==> src/rtl/mem_arb_pkg.sv <==
// Shared types for the unified memory-port arbiter: FSM states, the two
// requester identities, and default bus widths.
package mem_arb_pkg;

  localparam int DEF_AW = 32;
  localparam int DEF_DW = 32;

  typedef enum logic [1:0] {
    IDLE,
    REQ,
    WAIT,
    RESP
  } state_t;

  typedef enum logic {
    OWN_I,
    OWN_D
  } owner_t;

endpackage

==> src/rtl/rr_arb2.sv <==
// Two-input round-robin picker. On a conflict it favours the side that did not
// win last. The history advances only when the owner's transaction completes.
module rr_arb2
  import mem_arb_pkg::*;
(
  input  logic   clk,
  input  logic   reset,
  input  logic   req_i,
  input  logic   req_d,
  input  logic   update,
  input  owner_t granted,
  output owner_t pick
);

  owner_t last_q;
  owner_t last_d;

  always_ff @(posedge clk or negedge reset) begin
    if (!reset) begin
      last_q <= OWN_D;
    end else begin
      last_q <= last_d;
    end
  end

  always_comb begin
    last_d = last_q;
    if (update) begin
      last_d = granted;
    end
  end

  always_comb begin
    if (req_i && req_d) begin
      pick = (last_q == OWN_I) ? OWN_D : OWN_I;
    end else if (req_i) begin
      pick = OWN_I;
    end else begin
      pick = OWN_D;
    end
  end

endmodule

==> src/rtl/mem_port_arbiter.sv <==
// Shares one single-outstanding memory port between the fetch (I) and data (D)
// sides of the CPU, with round-robin arbitration and a response watchdog.
module mem_port_arbiter
  import mem_arb_pkg::*;
#(
  parameter int AW      = DEF_AW,
  parameter int DW      = DEF_DW,
  parameter int TIMEOUT = 255
) (
  input  logic          clk,
  input  logic          reset,
  input  logic          i_req,
  input  logic [AW-1:0] i_addr,
  output logic          i_ack,
  output logic [DW-1:0] i_rdata,
  output logic          i_err,
  input  logic          d_req,
  input  logic [AW-1:0] d_addr,
  input  logic [DW-1:0] d_wdata,
  input  logic [3:0]    d_we,
  output logic          d_ack,
  output logic [DW-1:0] d_rdata,
  output logic          d_err,
  output logic          m_req,
  output logic [AW-1:0] m_addr,
  output logic [DW-1:0] m_wdata,
  output logic [3:0]    m_we,
  input  logic          m_gnt,
  input  logic          m_rvalid,
  input  logic [DW-1:0] m_rdata,
  output logic          busy
);

  // A zero TIMEOUT disables the watchdog; keep at least one counter bit anyway.
  localparam int CW = (TIMEOUT > 0) ? $clog2(TIMEOUT + 1) : 1;

  state_t        state_q, state_d;
  owner_t        owner_q, owner_d;
  logic [AW-1:0] addr_q,  addr_d;
  logic [DW-1:0] wdata_q, wdata_d;
  logic [3:0]    we_q,    we_d;
  logic [CW-1:0] cnt_q,   cnt_d;
  logic [DW-1:0] rdata_q, rdata_d;
  logic          err_q,   err_d;

  owner_t        pick;
  logic          arb_update;

  rr_arb2 u_rr_arb2 (
    .clk     (clk),
    .reset   (reset),
    .req_i   (i_req),
    .req_d   (d_req),
    .update  (arb_update),
    .granted (owner_q),
    .pick    (pick)
  );

  always_ff @(posedge clk or negedge reset) begin
    if (!reset) begin
      state_q <= IDLE;
      owner_q <= OWN_I;
      addr_q  <= '0;
      wdata_q <= '0;
      we_q    <= '0;
      cnt_q   <= '0;
      rdata_q <= '0;
      err_q   <= 1'b0;
    end else begin
      state_q <= state_d;
      owner_q <= owner_d;
      addr_q  <= addr_d;
      wdata_q <= wdata_d;
      we_q    <= we_d;
      cnt_q   <= cnt_d;
      rdata_q <= rdata_d;
      err_q   <= err_d;
    end
  end

  always_comb begin
    state_d = state_q;
    owner_d = owner_q;
    addr_d  = addr_q;
    wdata_d = wdata_q;
    we_d    = we_q;
    cnt_d   = cnt_q;
    rdata_d = rdata_q;
    err_d   = err_q;
    case (state_q)
      IDLE: begin
        if (i_req || d_req) begin
          state_d = REQ;
          owner_d = pick;
          if (pick == OWN_I) begin
            addr_d  = i_addr;
            wdata_d = '0;
            we_d    = '0;
          end else begin
            addr_d  = d_addr;
            wdata_d = d_wdata;
            we_d    = d_we;
          end
        end
      end
      REQ: begin
        if (m_gnt) begin
          state_d = WAIT;
          cnt_d   = '0;
        end
      end
      WAIT: begin
        // A real response wins over a watchdog expiry in the same cycle.
        if (m_rvalid) begin
          state_d = RESP;
          err_d   = 1'b0;
          rdata_d = (owner_q == OWN_D && we_q != 4'b0000) ? '0 : m_rdata;
        end else if (TIMEOUT != 0 && cnt_q == CW'(TIMEOUT)) begin
          state_d = RESP;
          err_d   = 1'b1;
          rdata_d = '0;
        end else if (cnt_q != {CW{1'b1}}) begin
          cnt_d = cnt_q + CW'(1);
        end
      end
      RESP: begin
        state_d = IDLE;
      end
      default: begin
        state_d = IDLE;
      end
    endcase
  end

  always_comb begin
    m_req      = (state_q == REQ);
    busy       = (state_q != IDLE);
    arb_update = (state_q == RESP);
    i_ack      = (state_q == RESP) && (owner_q == OWN_I);
    d_ack      = (state_q == RESP) && (owner_q == OWN_D);
    i_rdata    = ((state_q == RESP) && (owner_q == OWN_I)) ? rdata_q : '0;
    d_rdata    = ((state_q == RESP) && (owner_q == OWN_D)) ? rdata_q : '0;
    i_err      = (state_q == RESP) && (owner_q == OWN_I) && err_q;
    d_err      = (state_q == RESP) && (owner_q == OWN_D) && err_q;
    m_addr     = addr_q;
    m_wdata    = wdata_q;
    m_we       = we_q;
  end

endmodule

==> config.mk <==
export PLATFORM = sky130hd
export DESIGN_NAME = mem_port_arbiter
export DESIGN_NICKNAME = d
export VERILOG_FILES = /design/src/rtl/mem_arb_pkg.sv /design/src/rtl/rr_arb2.sv /design/src/rtl/mem_port_arbiter.sv
export SDC_FILE = /design/constraint.sdc
export NUM_CORES = 1
export LEC_CHECK = 0
export ABC_CLOCK_PERIOD_IN_PS = 2400
export BUFFER_PORTS_ARGS = -buffer_cell sky130_fd_sc_hd__clkbuf_2
export CORE_ASPECT_RATIO = 1.5
export CORE_MARGIN = 2
export CORE_UTILIZATION = 45
export CTS_CLUSTER_SIZE = 30
export DETAILED_ROUTE_END_ITERATION = 8
export PLACE_DENSITY = 0.77
export RECOVER_POWER = 25
export SETUP_SLACK_MARGIN = 0.5
export SLEW_MARGIN = 5
export SYNTH_ARGS = -nofsm -noshare
export SYNTH_HDL_FRONTEND = slang
export SYNTH_SLANG_ARGS = --single-unit
==> constraint.sdc <==
create_clock -name clk -period 2.4 [get_ports clk]
set_clock_uncertainty 0.05 [all_clocks]
set_input_delay 0.24 -clock clk [delete_from_list [all_inputs] [get_ports clk]]
set_output_delay 0.24 -clock clk [all_outputs]
set_load 0.02 [all_outputs]
==> flow_summary.html <==
<table>
<tr><th>Metric</th><th>Value</th></tr>
<tr><th colspan="2">Place</th></tr>
<tr><td>Number of buffers inserted by port buffering</td><td>275</td></tr>
<tr><td>Routability Congestion</td><td>0.854</td></tr>
<tr><td>Estimated wirelength of the detail-placed design</td><td>10900 microns</td></tr>
<tr><th colspan="2">Drt</th></tr>
<tr><td>DRT antenna net count</td><td>0</td></tr>
<tr><td>Drc violations</td><td>0</td></tr>
<tr><td>DR pass1 iterations</td><td>5</td></tr>
<tr><td>Initial DRC count</td><td>203</td></tr>
<tr><td>Average wire per cell in the routed design</td><td>18.1 microns</td></tr>
<tr><td>Routed via count</td><td>5070</td></tr>
<tr><td>DR vias/cell</td><td>5.42</td></tr>
<tr><td>Routed Wire Length</td><td>16900 microns</td></tr>
<tr><th colspan="2">Global route</th></tr>
<tr><td>GRT Residual Overflow</td><td>0</td></tr>
<tr><td>GRT Total Usage</td><td>25.2%</td></tr>
<tr><td>Maximum number of pins on one net before global-route repair</td><td>88</td></tr>
<tr><td>Global-route wire length before repair</td><td>24500 microns</td></tr>
<tr><td>Via count of the first global-routing pass</td><td>4954</td></tr>
<tr><td>Antenna violations before repair</td><td>0</td></tr>
<tr><th colspan="2">Critical path</th></tr>
<tr><td>Slowest cell on the critical path</td><td>sky130_fd_sc_hd__dfrtp_1</td></tr>
<tr><td>WS Path Type</td><td>flop to output pin</td></tr>
<tr><td>Required time at the endpoint of the critical path</td><td>2.11 ns</td></tr>
<tr><td>Critical Path Fanout Max</td><td>9</td></tr>
<tr><td>Worst path arrival time</td><td>1.76 ns</td></tr>
<tr><td>Reg2Reg Depth</td><td>7</td></tr>
<tr><td>Worst setup EP type</td><td>output pin</td></tr>
<tr><td>Nature of the critical path startpoint</td><td>flop</td></tr>
<tr><td>Setup slack of the most critical reg-to-reg path</td><td>0.42 ns</td></tr>
<tr><td>Crit path largest cell delay</td><td>0.41 ns</td></tr>
<tr><td>Cell-by-cell trace of the critical path</td><td>ha_2 &gt; nor2b_4 &gt; buf_12 &gt; buf_8 &gt; and2_1 &gt; buf_6</td></tr>
<tr><th colspan="2">Die</th></tr>
<tr><td>Initial standard-cell utilization of the core</td><td>45.7%</td></tr>
<tr><td>Core Box Area</td><td>11400 sq um</td></tr>
<tr><td>Die area</td><td>12400 sq um</td></tr>
<tr><td>Standard-cell rows</td><td>48</td></tr>
<tr><td>Boundary Pins</td><td>276</td></tr>
<tr><td>Vertical die dimension</td><td>135 microns</td></tr>
<tr><td>Overall die width</td><td>91.7 microns</td></tr>
<tr><th colspan="2">Timing</th></tr>
<tr><td>Post-route fraction of the period consumed by the critical path</td><td>85.5%</td></tr>
<tr><td>Tightest Pin Transition</td><td>1.17 ns</td></tr>
<tr><td>Clock period minus worst slack</td><td>2.05 ns</td></tr>
<tr><td>Worst rel slew slack</td><td>22.3%</td></tr>
<tr><td>Setup violation total in the final timing report</td><td>0</td></tr>
<tr><td>Post-route setup TNS</td><td>0 ns</td></tr>
<tr><td>Final hold violation count</td><td>0</td></tr>
<tr><td>Pins over their slew limit</td><td>0</td></tr>
<tr><td>Setup repair after global routing missed its margin</td><td>true</td></tr>
<tr><td>FMAX</td><td>488 MHz</td></tr>
<tr><th colspan="2">Flow run</th></tr>
<tr><td>Number of max-cap violations</td><td>0</td></tr>
<tr><th colspan="2">Pwr</th></tr>
<tr><td>Static Leak</td><td>4.40 nW</td></tr>
<tr><td>Worst voltage drop across the vdd grid</td><td>0.749 mV</td></tr>
<tr><td>Areal power density over the cells</td><td>1280 nW/um^2</td></tr>
<tr><th colspan="2">Logic synthesis</th></tr>
<tr><td>Net count after synthesis</td><td>610</td></tr>
<tr><td>Part of the Yosys area used for sequential elements</td><td>54.5%</td></tr>
<tr><td>Number of flops mapped to enable cells by yosys</td><td>0</td></tr>
<tr><td>Instance count of the mapped netlist</td><td>466</td></tr>
<tr><td>Post-Syn Area</td><td>5190 sq um</td></tr>
<tr><td>Share of flip-flops with an asynchronous set or reset after synthesis</td><td>100%</td></tr>
<tr><td>Synth Flop Type</td><td>sky130_fd_sc_hd__dfrtp_1</td></tr>
<tr><td>Number of distinct library cells after synthesis</td><td>40</td></tr>
<tr><td>Yosys warning count</td><td>0</td></tr>
<tr><td>Register bit total from synthesis</td><td>113</td></tr>
<tr><td>Average size of a mapped cell</td><td>11.1 sq um</td></tr>
<tr><th colspan="2">Finish</th></tr>
<tr><td>End-of-flow core utilization</td><td>71.5%</td></tr>
<tr><td>Area used by sequential logic in the layout</td><td>2830 sq um</td></tr>
<tr><td>Final Net Count</td><td>917</td></tr>
<tr><td>Fill count</td><td>790</td></tr>
<tr><td>Number of diodes added for antenna fixing</td><td>0</td></tr>
<tr><td>P&amp;R area growth vs syn</td><td>56.4%</td></tr>
<tr><td>Multi-input logic area</td><td>2280 sq um</td></tr>
<tr><td>Share of post-route cells with drive strength above 1</td><td>46.8%</td></tr>
<tr><th colspan="2">Clocking</th></tr>
<tr><td>Clock Tree Root</td><td>sky130_fd_sc_hd__clkbuf_16</td></tr>
<tr><td>TritonCTS clock tree</td><td>built</td></tr>
<tr><td>CTS max path bufs</td><td>2</td></tr>
<tr><td>Clock network latency to the later pin of the worst-skew pair</td><td>0.41 ns</td></tr>
<tr><td>Clock sink count</td><td>113</td></tr>
<tr><td>H-Tree Depth</td><td>4</td></tr>
<tr><td>Clk slew on worst S/H paths</td><td>0.05 ns</td></tr>
<tr><td>Number of CTS-inserted buffers</td><td>17</td></tr>
<tr><th colspan="2">Run status</th></tr>
<tr><td>Run status</td><td>completed</td></tr>
<tr><th colspan="2">Hold path</th></tr>
<tr><td>Number of stages on the worst hold path</td><td>2</td></tr>
<tr><td>Path type of the worst min-delay path</td><td>input pin to flop</td></tr>
</table>
-- cells by family (layout without fill, tap and decap cells) --
group,Yosys count,after routing,synth area share (%)
muxes,38,38,7.38
adders and majority gates,6,6,1.45
buffers and inverters,44,364,3.84
AOI/OAI and AO/OA,123,123,17.7
DFF,113,113,54.5
and+or+nand+nor,142,142,15.1
-- registers in the layout, indices dropped and copies added (netlist names) --
name and cells:
cnt_q 8, err_q 1, m_addr 32, m_wdata 32, m_we 4, owner_q 1, rdata_q 32, state_q 2
u_rr_arb2.last_q 1
-- critical path, delay by kind of cell (launching register included) --
kind / cells / cell delay, ns
adders and majority gates: 1 / 0.21
and+or+nand+nor: 2 / 0.32
buffers and inverters: 3 / 0.42
DFF: 1 / 0.41
-- where the power goes --
group	internal, mW	total (mW)	switching, mW
sequential	2.72	3.33	0.610
clock	1.60	2.53	0.931
combinational	1.91	4.51	2.60
total	6.23	10.4	4.14
-- timing repair --
action                                 in CTS  in global routing
endpoints found under the hold margin      75                  1
pin swaps                                   0                 10
resized for setup                          14                133
setup endpoints to repair                 106                110
cloned                                      1                  3
hold buffers                               32                  1
setup buffers                               1                  2
-- path summary, 6_finish.rpt --
kind,endpoint,startpoint
max reg2reg,cnt_q[0],state_q[0]
max in group asynchronous,m_addr[2],reset
min reg2reg,m_addr[5],m_addr[5]
max,i_rdata[7],state_q[1]
min,rdata_q[13],m_rdata[13]
min in group asynchronous,cnt_q[3],reset
-- cell type report --
cell class | instances | area share, %
multi-input combinational | 309 | 28.1
inverter | 5 | 0.231
sequential | 113 | 34.9
clock inverter | 13 | 1.85
clock buffer | 19 | 5.58
timing repair buffer | 327 | 27.0
tap | 150 | 2.31
-- Yosys cell counts, drive strengths merged, types with 2 or more instances --
| cell | n | area share [%] |
|---|---|---|
| ha | 6 | 1.4 |
| and2 | 34 | 4.1 |
| o21ai | 40 | 3.9 |
| dfrtp | 112 | 54 |
| mux2 | 2 | 0.43 |
| and4 | 2 | 0.39 |
| mux2i | 36 | 6.9 |
| nand2 | 39 | 2.8 |
| nor2 | 6 | 0.43 |
| nand3 | 4 | 0.39 |
| inv | 5 | 0.36 |
| a21oi | 4 | 0.39 |
| nor3 | 4 | 0.39 |
| o221ai | 2 | 0.34 |
| nand4b | 2 | 0.34 |
| clkbuf | 22 | 1.6 |
| buf | 17 | 1.9 |
| nand2b | 3 | 0.36 |
| a22o | 68 | 11 |
| o41ai | 2 | 0.34 |
| nor2b | 3 | 0.36 |
| or3 | 2 | 0.24 |
| nand4 | 5 | 0.60 |
| a21o | 2 | 0.43 |
| and3 | 36 | 4.3 |
-- per-layer routing --
metal  GRT usage [%]  wire (microns)
met1            28.6            6120
met2            44.5            9150
met3            6.68            1100
met4            10.4             550
met5               0               0
-- per-stage QoR --
| stage | cell area (sq um) | hold slack [ns] | total power, mW | instances | worst slack (ns) |
|---|---|---|---|---|---|
| 6_report | 8110 | 0.00568 | 10.4 | 936 | 0.349 |
| 5_1_grt | 8110 | 0.000458 | 10.9 | 936 | 0.295 |
| 4_1_cts | 7710 | 0.00125 | 9.95 | 930 | 0.371 |
| 3_3_place_gp | 6720 | 0.228 | 7.05 | 864 | 0.519 |
| 3_5_place_dp | 6720 | 0.234 | 7.24 | 864 | 0.399 |
| 2_1_floorplan | 5190 | -0.106 | 5.78 | 466 | 0.525 |
-- placed cells by master, fill, tap and decap left out, types with 3 or more instances in the layout --
cell type	count
sky130_fd_sc_hd__a21oi_1	4
sky130_fd_sc_hd__a22o_1	68
sky130_fd_sc_hd__and2_1	8
sky130_fd_sc_hd__and2_4	26
sky130_fd_sc_hd__and3_1	36
sky130_fd_sc_hd__buf_12	4
sky130_fd_sc_hd__buf_4	8
sky130_fd_sc_hd__buf_6	35
sky130_fd_sc_hd__buf_8	3
sky130_fd_sc_hd__clkbuf_16	20
sky130_fd_sc_hd__clkbuf_2	240
sky130_fd_sc_hd__clkinv_4	4
sky130_fd_sc_hd__dfrtp_1	111
sky130_fd_sc_hd__dlygate4sd3_1	33
sky130_fd_sc_hd__ha_2	5
sky130_fd_sc_hd__inv_1	5
sky130_fd_sc_hd__inv_6	4
sky130_fd_sc_hd__mux2i_1	35
sky130_fd_sc_hd__nand2_1	39
sky130_fd_sc_hd__nand2b_1	3
sky130_fd_sc_hd__nand3_1	4
sky130_fd_sc_hd__nand4_1	5
sky130_fd_sc_hd__nor2_1	6
sky130_fd_sc_hd__nor3_1	4
sky130_fd_sc_hd__o21ai_0	38
(Power assumes the default switching activity.)
